[config.mk]
export PLATFORM = sky130hd
export DESIGN_NAME = aibcr3_dcc_intp_ctrl_flat
export DESIGN_NICKNAME = d
export VERILOG_FILES = /design/src/rtl/aibcr3_dcc_intp_ctrl_if.sv /design/src/rtl/aibcr3_dcc_intp_ctrl.sv /design/src/flat_wrapper.sv
export SDC_FILE = /design/constraint.sdc
export NUM_CORES = 1
export LEC_CHECK = 0
export ABC_AREA = 1
export CAP_MARGIN = 20
export CORE_MARGIN = 2
export CORE_UTILIZATION = 55
export CTS_BUF_LIST = sky130_fd_sc_hd__clkbuf_8 sky130_fd_sc_hd__clkbuf_16
export DETAILED_ROUTE_END_ITERATION = 10
export PLACE_DENSITY = 0.8
export RECOVER_POWER = 100
export SETUP_SLACK_MARGIN = 0.3
export SLEW_MARGIN = 25
export SYNTH_ARGS = -nofsm -noshare
export SYNTH_HDL_FRONTEND = slang
export SYNTH_SLANG_ARGS = --single-unit
[constraint.sdc]
create_clock -name CLKIN -period 2.94 [get_ports CLKIN]
set_clock_uncertainty 0.1 [all_clocks]
set_input_delay 0.588 -clock CLKIN [delete_from_list [all_inputs] [get_ports CLKIN]]
set_output_delay 0.588 -clock CLKIN [all_outputs]
set_load 0.05 [all_outputs]
[src/rtl/aibcr3_dcc_intp_ctrl_if.sv]
// Control/status bundle between the DCC loop controller and its neighbours.
interface aibcr3_dcc_intp_ctrl_if #(
   parameter int unsigned COARSE_W = 3
);
   localparam int unsigned CW = COARSE_W + 3;

   logic                en;
   logic                dcc_up;
   logic                dcc_dn;
   logic                ovrd_en;
   logic [CW-1:0]       ovrd_code;
   logic [2:0]          gray;
   logic [COARSE_W-1:0] coarse;
   logic [CW-1:0]       code;
   logic                locked;
   logic                busy;

   // Side that drives enables/votes and observes the code
   modport master (
      output en, dcc_up, dcc_dn, ovrd_en, ovrd_code,
      input  gray, coarse, code, locked, busy
   );

   // Controller side
   modport slave (
      input  en, dcc_up, dcc_dn, ovrd_en, ovrd_code,
      output gray, coarse, code, locked, busy
   );
endinterface

[src/rtl/aibcr3_dcc_intp_ctrl.sv]
// DCC loop controller: filters up/down duty votes over a window and steps a
// {coarse, fine} code by one LSB per window; fine bits leave as Gray code.
module aibcr3_dcc_intp_ctrl #(
   parameter int unsigned COARSE_W   = 3,
   parameter int unsigned INIT_CODE  = 32,
   parameter int unsigned SETTLE_CYC = 16,
   parameter int unsigned WIN_CYC    = 32,
   parameter int unsigned THRESH     = 4,
   parameter int unsigned LOCK_REV   = 4
) (
   input logic                   CLKIN,
   input logic                   RST,
   aibcr3_dcc_intp_ctrl_if.slave ctl
);
   localparam int unsigned CW      = COARSE_W + 3;
   localparam int unsigned ACC_W   = $clog2(WIN_CYC + 1) + 1;
   localparam int unsigned CNT_MAX = (SETTLE_CYC > WIN_CYC) ? SETTLE_CYC : WIN_CYC;
   localparam int unsigned CNT_W   = (CNT_MAX > 1) ? $clog2(CNT_MAX) : 1;
   localparam int unsigned REV_W   = $clog2(LOCK_REV + 1);

   localparam logic [CW-1:0]           INIT_VAL    = CW'(INIT_CODE);
   localparam logic signed [ACC_W-1:0] THR_P       = ACC_W'(THRESH);
   localparam logic signed [ACC_W-1:0] THR_N       = -THR_P;
   localparam logic signed [ACC_W-1:0] VOTE_P      = ACC_W'(1);
   localparam logic signed [ACC_W-1:0] VOTE_N      = -VOTE_P;
   localparam logic [CNT_W-1:0]        SETTLE_LAST = CNT_W'(SETTLE_CYC - 1);
   localparam logic [CNT_W-1:0]        WIN_LAST    = CNT_W'(WIN_CYC - 1);
   localparam logic [REV_W-1:0]        REV_MAX     = '1;
   localparam logic [REV_W-1:0]        LOCK_VAL    = REV_W'(LOCK_REV);

   typedef enum logic [1:0] {IDLE, SETTLE, SAMPLE, UPDATE} state_t;
   typedef enum logic [1:0] {DIR_NONE, DIR_UP, DIR_DN} dir_t;

   state_t                  state;
   dir_t                    last_dir;
   dir_t                    dir_upd;
   logic [CNT_W-1:0]        cnt;
   logic signed [ACC_W-1:0] acc;
   logic signed [ACC_W-1:0] vote;
   logic [REV_W-1:0]        rev_cnt;
   logic [REV_W-1:0]        rev_upd;
   logic [CW-1:0]           code_q;
   logic [CW-1:0]           step_code;
   logic [2:0]              gray_q;
   logic [COARSE_W-1:0]     coarse_q;
   logic                    locked_q;
   logic                    busy_q;
   logic                    step_up;
   logic                    step_dn;

   function automatic logic [2:0] gray_of(input logic [CW-1:0] c);
      return c[2:0] ^ (c[2:0] >> 1);
   endfunction

   assign ctl.code   = code_q;
   assign ctl.gray   = gray_q;
   assign ctl.coarse = coarse_q;
   assign ctl.locked = locked_q;
   assign ctl.busy   = busy_q;

   // Vote decode and UPDATE-cycle decision: step direction, next code, reversal count
   always_comb begin
      vote      = '0;
      step_up   = 1'b0;
      step_dn   = 1'b0;
      step_code = code_q;
      rev_upd   = rev_cnt;
      dir_upd   = last_dir;
      if (ctl.dcc_up && !ctl.dcc_dn)      vote = VOTE_P;
      else if (ctl.dcc_dn && !ctl.dcc_up) vote = VOTE_N;
      // A step that would leave the code range counts as no step at all
      step_up = (acc > THR_P) && (code_q != '1);
      step_dn = (acc < THR_N) && (code_q != '0);
      if (step_up) step_code = code_q + CW'(1);
      if (step_dn) step_code = code_q - CW'(1);
      if (step_up || step_dn) begin
         dir_upd = step_up ? DIR_UP : DIR_DN;
         if (last_dir == dir_upd)
            rev_upd = '0;
         else if (last_dir != DIR_NONE)
            rev_upd = (rev_cnt == REV_MAX) ? rev_cnt : rev_cnt + REV_W'(1);
      end
   end

   // Loop FSM with reset > override > disable > normal sequencing priority
   always_ff @(posedge CLKIN) begin
      if (RST) begin
         state    <= IDLE;
         cnt      <= '0;
         acc      <= '0;
         rev_cnt  <= '0;
         last_dir <= DIR_NONE;
         locked_q <= 1'b0;
         busy_q   <= 1'b0;
         code_q   <= INIT_VAL;
         gray_q   <= gray_of(INIT_VAL);
         coarse_q <= INIT_VAL[CW-1:3];
      end else if (ctl.ovrd_en) begin
         state    <= IDLE;
         cnt      <= '0;
         acc      <= '0;
         rev_cnt  <= '0;
         locked_q <= 1'b0;
         busy_q   <= 1'b0;
         code_q   <= ctl.ovrd_code;
         gray_q   <= gray_of(ctl.ovrd_code);
         coarse_q <= ctl.ovrd_code[CW-1:3];
      end else if (!ctl.en) begin
         state    <= IDLE;
         cnt      <= '0;
         acc      <= '0;
         rev_cnt  <= '0;
         last_dir <= DIR_NONE;
         locked_q <= 1'b0;
         busy_q   <= 1'b0;
      end else begin
         case (state)
            IDLE: begin
               state  <= SETTLE;
               busy_q <= 1'b1;
               cnt    <= '0;
               acc    <= '0;
            end
            SETTLE: begin
               if (cnt == SETTLE_LAST) begin
                  state <= SAMPLE;
                  cnt   <= '0;
               end else begin
                  cnt <= cnt + CNT_W'(1);
               end
            end
            SAMPLE: begin
               acc <= acc + vote;
               if (cnt == WIN_LAST) begin
                  state <= UPDATE;
                  cnt   <= '0;
               end else begin
                  cnt <= cnt + CNT_W'(1);
               end
            end
            UPDATE: begin
               state    <= SETTLE;
               cnt      <= '0;
               acc      <= '0;
               code_q   <= step_code;
               gray_q   <= gray_of(step_code);
               coarse_q <= step_code[CW-1:3];
               rev_cnt  <= rev_upd;
               last_dir <= dir_upd;
               if (rev_upd >= LOCK_VAL) locked_q <= 1'b1;
            end
            default: begin
               state  <= IDLE;
               busy_q <= 1'b0;
            end
         endcase
      end
   end
endmodule

[src/flat_wrapper.sv]
// flat-port wrapper written by rule: the top's interface ports become plain ports
module aibcr3_dcc_intp_ctrl_flat 
#(
   parameter int unsigned COARSE_W   = 3,
   parameter int unsigned INIT_CODE  = 32,
   parameter int unsigned SETTLE_CYC = 16,
   parameter int unsigned WIN_CYC    = 32,
   parameter int unsigned THRESH     = 4,
   parameter int unsigned LOCK_REV   = 4
)
  (CLKIN, RST, ctl_en, ctl_dcc_up, ctl_dcc_dn, ctl_ovrd_en, ctl_ovrd_code, ctl_gray, ctl_coarse, ctl_code, ctl_locked, ctl_busy);
  aibcr3_dcc_intp_ctrl_if #(.COARSE_W(COARSE_W)) ctl_i ();
  input logic CLKIN;
  input logic RST;
  input wire logic [$bits(ctl_i.en)-1:0] ctl_en;
  input wire logic [$bits(ctl_i.dcc_up)-1:0] ctl_dcc_up;
  input wire logic [$bits(ctl_i.dcc_dn)-1:0] ctl_dcc_dn;
  input wire logic [$bits(ctl_i.ovrd_en)-1:0] ctl_ovrd_en;
  input wire logic [$bits(ctl_i.ovrd_code)-1:0] ctl_ovrd_code;
  output wire logic [$bits(ctl_i.gray)-1:0] ctl_gray;
  output wire logic [$bits(ctl_i.coarse)-1:0] ctl_coarse;
  output wire logic [$bits(ctl_i.code)-1:0] ctl_code;
  output wire logic [$bits(ctl_i.locked)-1:0] ctl_locked;
  output wire logic [$bits(ctl_i.busy)-1:0] ctl_busy;
  assign ctl_i.en = ctl_en;
  assign ctl_i.dcc_up = ctl_dcc_up;
  assign ctl_i.dcc_dn = ctl_dcc_dn;
  assign ctl_i.ovrd_en = ctl_ovrd_en;
  assign ctl_i.ovrd_code = ctl_ovrd_code;
  assign ctl_gray = ctl_i.gray;
  assign ctl_coarse = ctl_i.coarse;
  assign ctl_code = ctl_i.code;
  assign ctl_locked = ctl_i.locked;
  assign ctl_busy = ctl_i.busy;
  aibcr3_dcc_intp_ctrl #(.COARSE_W(COARSE_W), .INIT_CODE(INIT_CODE), .SETTLE_CYC(SETTLE_CYC), .WIN_CYC(WIN_CYC), .THRESH(THRESH), .LOCK_REV(LOCK_REV)) u_core (.CLKIN(CLKIN), .RST(RST), .ctl(ctl_i));
endmodule
==> flow_summary.json <==
{
  "status": "finished, final reports clean",
  "p_int_mw": 0.619,
  "io_buffers": 25,
  "die_h_um": 64.0,
  "fin_ws_ps": 292,
  "synthesis.area_mm2": 0.00198,
  "grt_max_degree": 12,
  "rsz0062_at_grt": "true",
  "netlist.area_leader.share_pct": 29.3,
  "syn_nets": 318,
  "yosysSeqAreaShare_pct": 29.3,
  "layout-area-overhead-vs-synth_pct": 17.4,
  "cp_top_family": "adder cells",
  "layout_commonest_cell": "nand2_1",
  "dp_hpwl_mm": 3.06,
  "swShare_pct": 29.8,
  "routed_via_density": 5.05,
  "cts_max_level": 2,
  "hp-class": "reg2reg",
  "diodes": 0,
  "routed_wl_mm": 3.97,
  "ys_seq_elements": 29,
  "tightest_slew_ps": 583,
  "cts_made_buffers": 5,
  "period_share_pct": 90.1,
  "drc_errors": 0,
  "regArea_um2": 581,
  "yosys_warnings": 0,
  "drv_cap": 0,
  "core_mm2": 0.00339,
  "min_period_ps": 2650,
  "seq_power_share_pct": 47.0,
  "rows": 21,
  "dieArea_mm2": 0.00410,
  "combPwrFrac_pct": 18.2,
  "first_global_vias": 1724,
  "antenna_found_initial": 0,
  "insertion_delay_ps": 280,
  "slew_violations": 0,
  "finalSetupViolations": 0,
  "power_per_cell_area_mw_per_mm2": 379,
  "cp_cell_sequence": "dlygate4sd3_1, ha_1, inv_1, ha_1, inv_2, fa_2, inv_2, nand3_2, nand2_2, nand2_1, nand2_1, a21oi_2, a21oi_1, o21ai_1, a21oi_1",
  "endpoint_kind": "flip-flop",
  "num_vias": 1822,
  "power_mw": 0.882,
  "min_delay_path_depth": 1,
  "pre_cts_slack_ps": -16.7,
  "final_nets": 345,
  "start_util_pct": 58.5,
  "worst-path-max-fanout": 3,
  "num-fill-cells": 278,
  "die_w_um": 64.0,
  "final_hold_viol_count": 0,
  "synth_cell_types": 36,
  "root_buffer": "clkbuf_8",
  "worst-path-stages": 15,
  "worstPathRequired_ps": 3050,
  "synth_area_leaders": "dfxtp_1 29%, nand2_1 12%, ha_1 11%, inv_1 7.8%, a21oi_1 7.6%",
  "utilization_pct": 68.7,
  "drt_pass1_iterations": 4,
  "p_clk_share_pct": 34.9,
  "postSynthCellCount": 287,
  "cp_slowest_cell": "dlygate4sd3_1",
  "cts_tree": "built",
  "ir_worst_vdd_mv": 0.349,
  "grt-ovfl-total": 0,
  "multi_input_area_mm2": 0.00116,
  "antenna_left": 0,
  "critPathBufInv": 4,
  "ios": 26,
  "synth_top_area_cell": "dfxtp_1",
  "fin_hold_ws_ps": 347,
  "p_leak_nw": 1.06,
  "grt_pass1_wl_mm": 7.10,
  "p_switching_mw": 0.263,
  "routedWlPerCell_um": 11.0,
  "clk_pin_slew_ps": 60,
  "drive_above_1_share_pct": 9.21,
  "start_kind": "input pin",
  "cts_buffer_depth": 2,
  "holdBufCountCts": 0,
  "gp_routability_congestion": 0.800,
  "drtIter0Drc": 75,
  "grt_util_all_layers_pct": 22.2,
  "max_stage_delay_ps": 540,
  "synth.avg_cell_area_um2": 6.91,
  "cts_num_sinks": 29,
  "r2r_cells": 11,
  "max_slew_margin_pct": 60.7,
  "path_class": "in2reg",
  "clock.fmax_mhz": 378,
  "final_cell_mix": "62 x nand2_1, 40 x inv_1, 30 x a21oi_1",
  "cp.arrival_ps": 2760
}
kinds of logic (layout without fill, tap and decap cells):
logic type	Yosys count	after routing	share of synthesized area (%)
and+or+nand+nor	118	118	26.8
DFF	29	29	29.3
xor gates and xnor gates	8	8	3.53
adders and majority gates	19	19	12.4
buffers and inverters	53	81	11.0
AOI/OAI and AO/OA	60	60	17.0
per-layer routing:
metal  up-vias  track usage [%]  share of wire (%)
li1        981                -                  -
met1       814             27.2                 49
met2        23             35.2                 47
met3         4             7.57                2.6
met4         0             9.51                1.3
met5         -                0                  0
power groups by stage:
stage | clock, mW | combinational, mW | sequential, mW
after detailed placement | 0 | 0.165 | 0.424
after global routing | 0.345 | 0.177 | 0.416
after CTS | 0.319 | 0.166 | 0.415
after floorplan | 0 | 0.0916 | 0.447
after global placement | 0 | 0.163 | 0.424
final | 0.308 | 0.160 | 0.415
flip-flops by register name (all words and copies together) (netlist names), named ones only:
| signal | flops |
|---|---|
| u_core.ctl.busy | 1 |
| u_core.ctl.locked | 1 |
| u_core.state | 2 |
| u_core.ctl.code | 3 |
| u_core.ctl.coarse | 3 |
| u_core.last_dir | 2 |
| u_core.acc | 7 |
| u_core.rev_cnt | 1 |
| u_core.ctl.gray | 2 |
| u_core.cnt | 5 |
synthesized netlist by cell type:
master / n
a211oi_1: 1
a21o_1: 1
a21oi_1: 30
a21oi_2: 1
a31o_2: 1
a31oi_1: 3
buf_2: 2
buf_4: 4
clkbuf_1: 2
clkinv_1: 1
dfxtp_1: 29
fa_1: 1
ha_1: 18
inv_1: 41
inv_2: 2
inv_4: 1
nand2_1: 62
nand2_2: 4
nand2_4: 1
nand3_1: 14
nand3_2: 1
nand3_4: 1
nand4_1: 3
nor2_1: 25
nor2_2: 1
nor2_4: 2
nor3_1: 2
o2111ai_1: 1
o211ai_1: 3
o21ai_0: 16
o21ai_2: 2
o22ai_1: 1
or2_2: 1
or4_1: 1
xnor2_1: 2
xor2_1: 6
final timing paths:
check                                        start              endpoint  slack [ps]
worst max-delay path                    ctl_dcc_dn         u_core.acc[6]         290
worst min-delay path                 u_core.cnt[0]         u_core.cnt[0]         350
worst max register to register  u_core.ctl.code[0]  u_core.ctl.coarse[2]         380
worst min register to register       u_core.cnt[0]         u_core.cnt[0]         350
worst reg2reg max path, cell delays in order (launching register included):
cell        delay [ps]
dfxtp_1            360
ha_1               250
nand2_2             90
nor2_4              40
nand2_2             70
nand3_1            280
nand2_1            240
clkinvlp_2         180
o21ai_0            510
inv_1              120
a21oi_1            140
nand2_1             60
stage by stage:
stage          cells  TNS (ps)  instance area [um2]
6_report         361         0                 2330
3_3_place_gp     351         0                 2250
5_1_grt          361         0                 2330
4_1_cts          360         0                 2340
2_1_floorplan    287         0                 1980
3_5_place_dp     351     -16.7                 2250
repair_timing:
item                                   4_1_cts  5_1_grt
endpoints found under the hold margin        0        0
buffers inserted                             1        1
pin swaps                                    1        6
setup endpoints to repair                    1        3
resized for setup                            1       10
area by class of cell:
class                           count  area share [%]
Tap cell                           46            2.47
Sequential cell                    29            24.9
Timing Repair Buffer               28            11.8
Inverter                           45            7.31
Clock inverter                      3           0.591
Multi-Input combinational cell    205            49.9
Clock buffer                        5            2.96
Power figures use the tool's default switching activity.
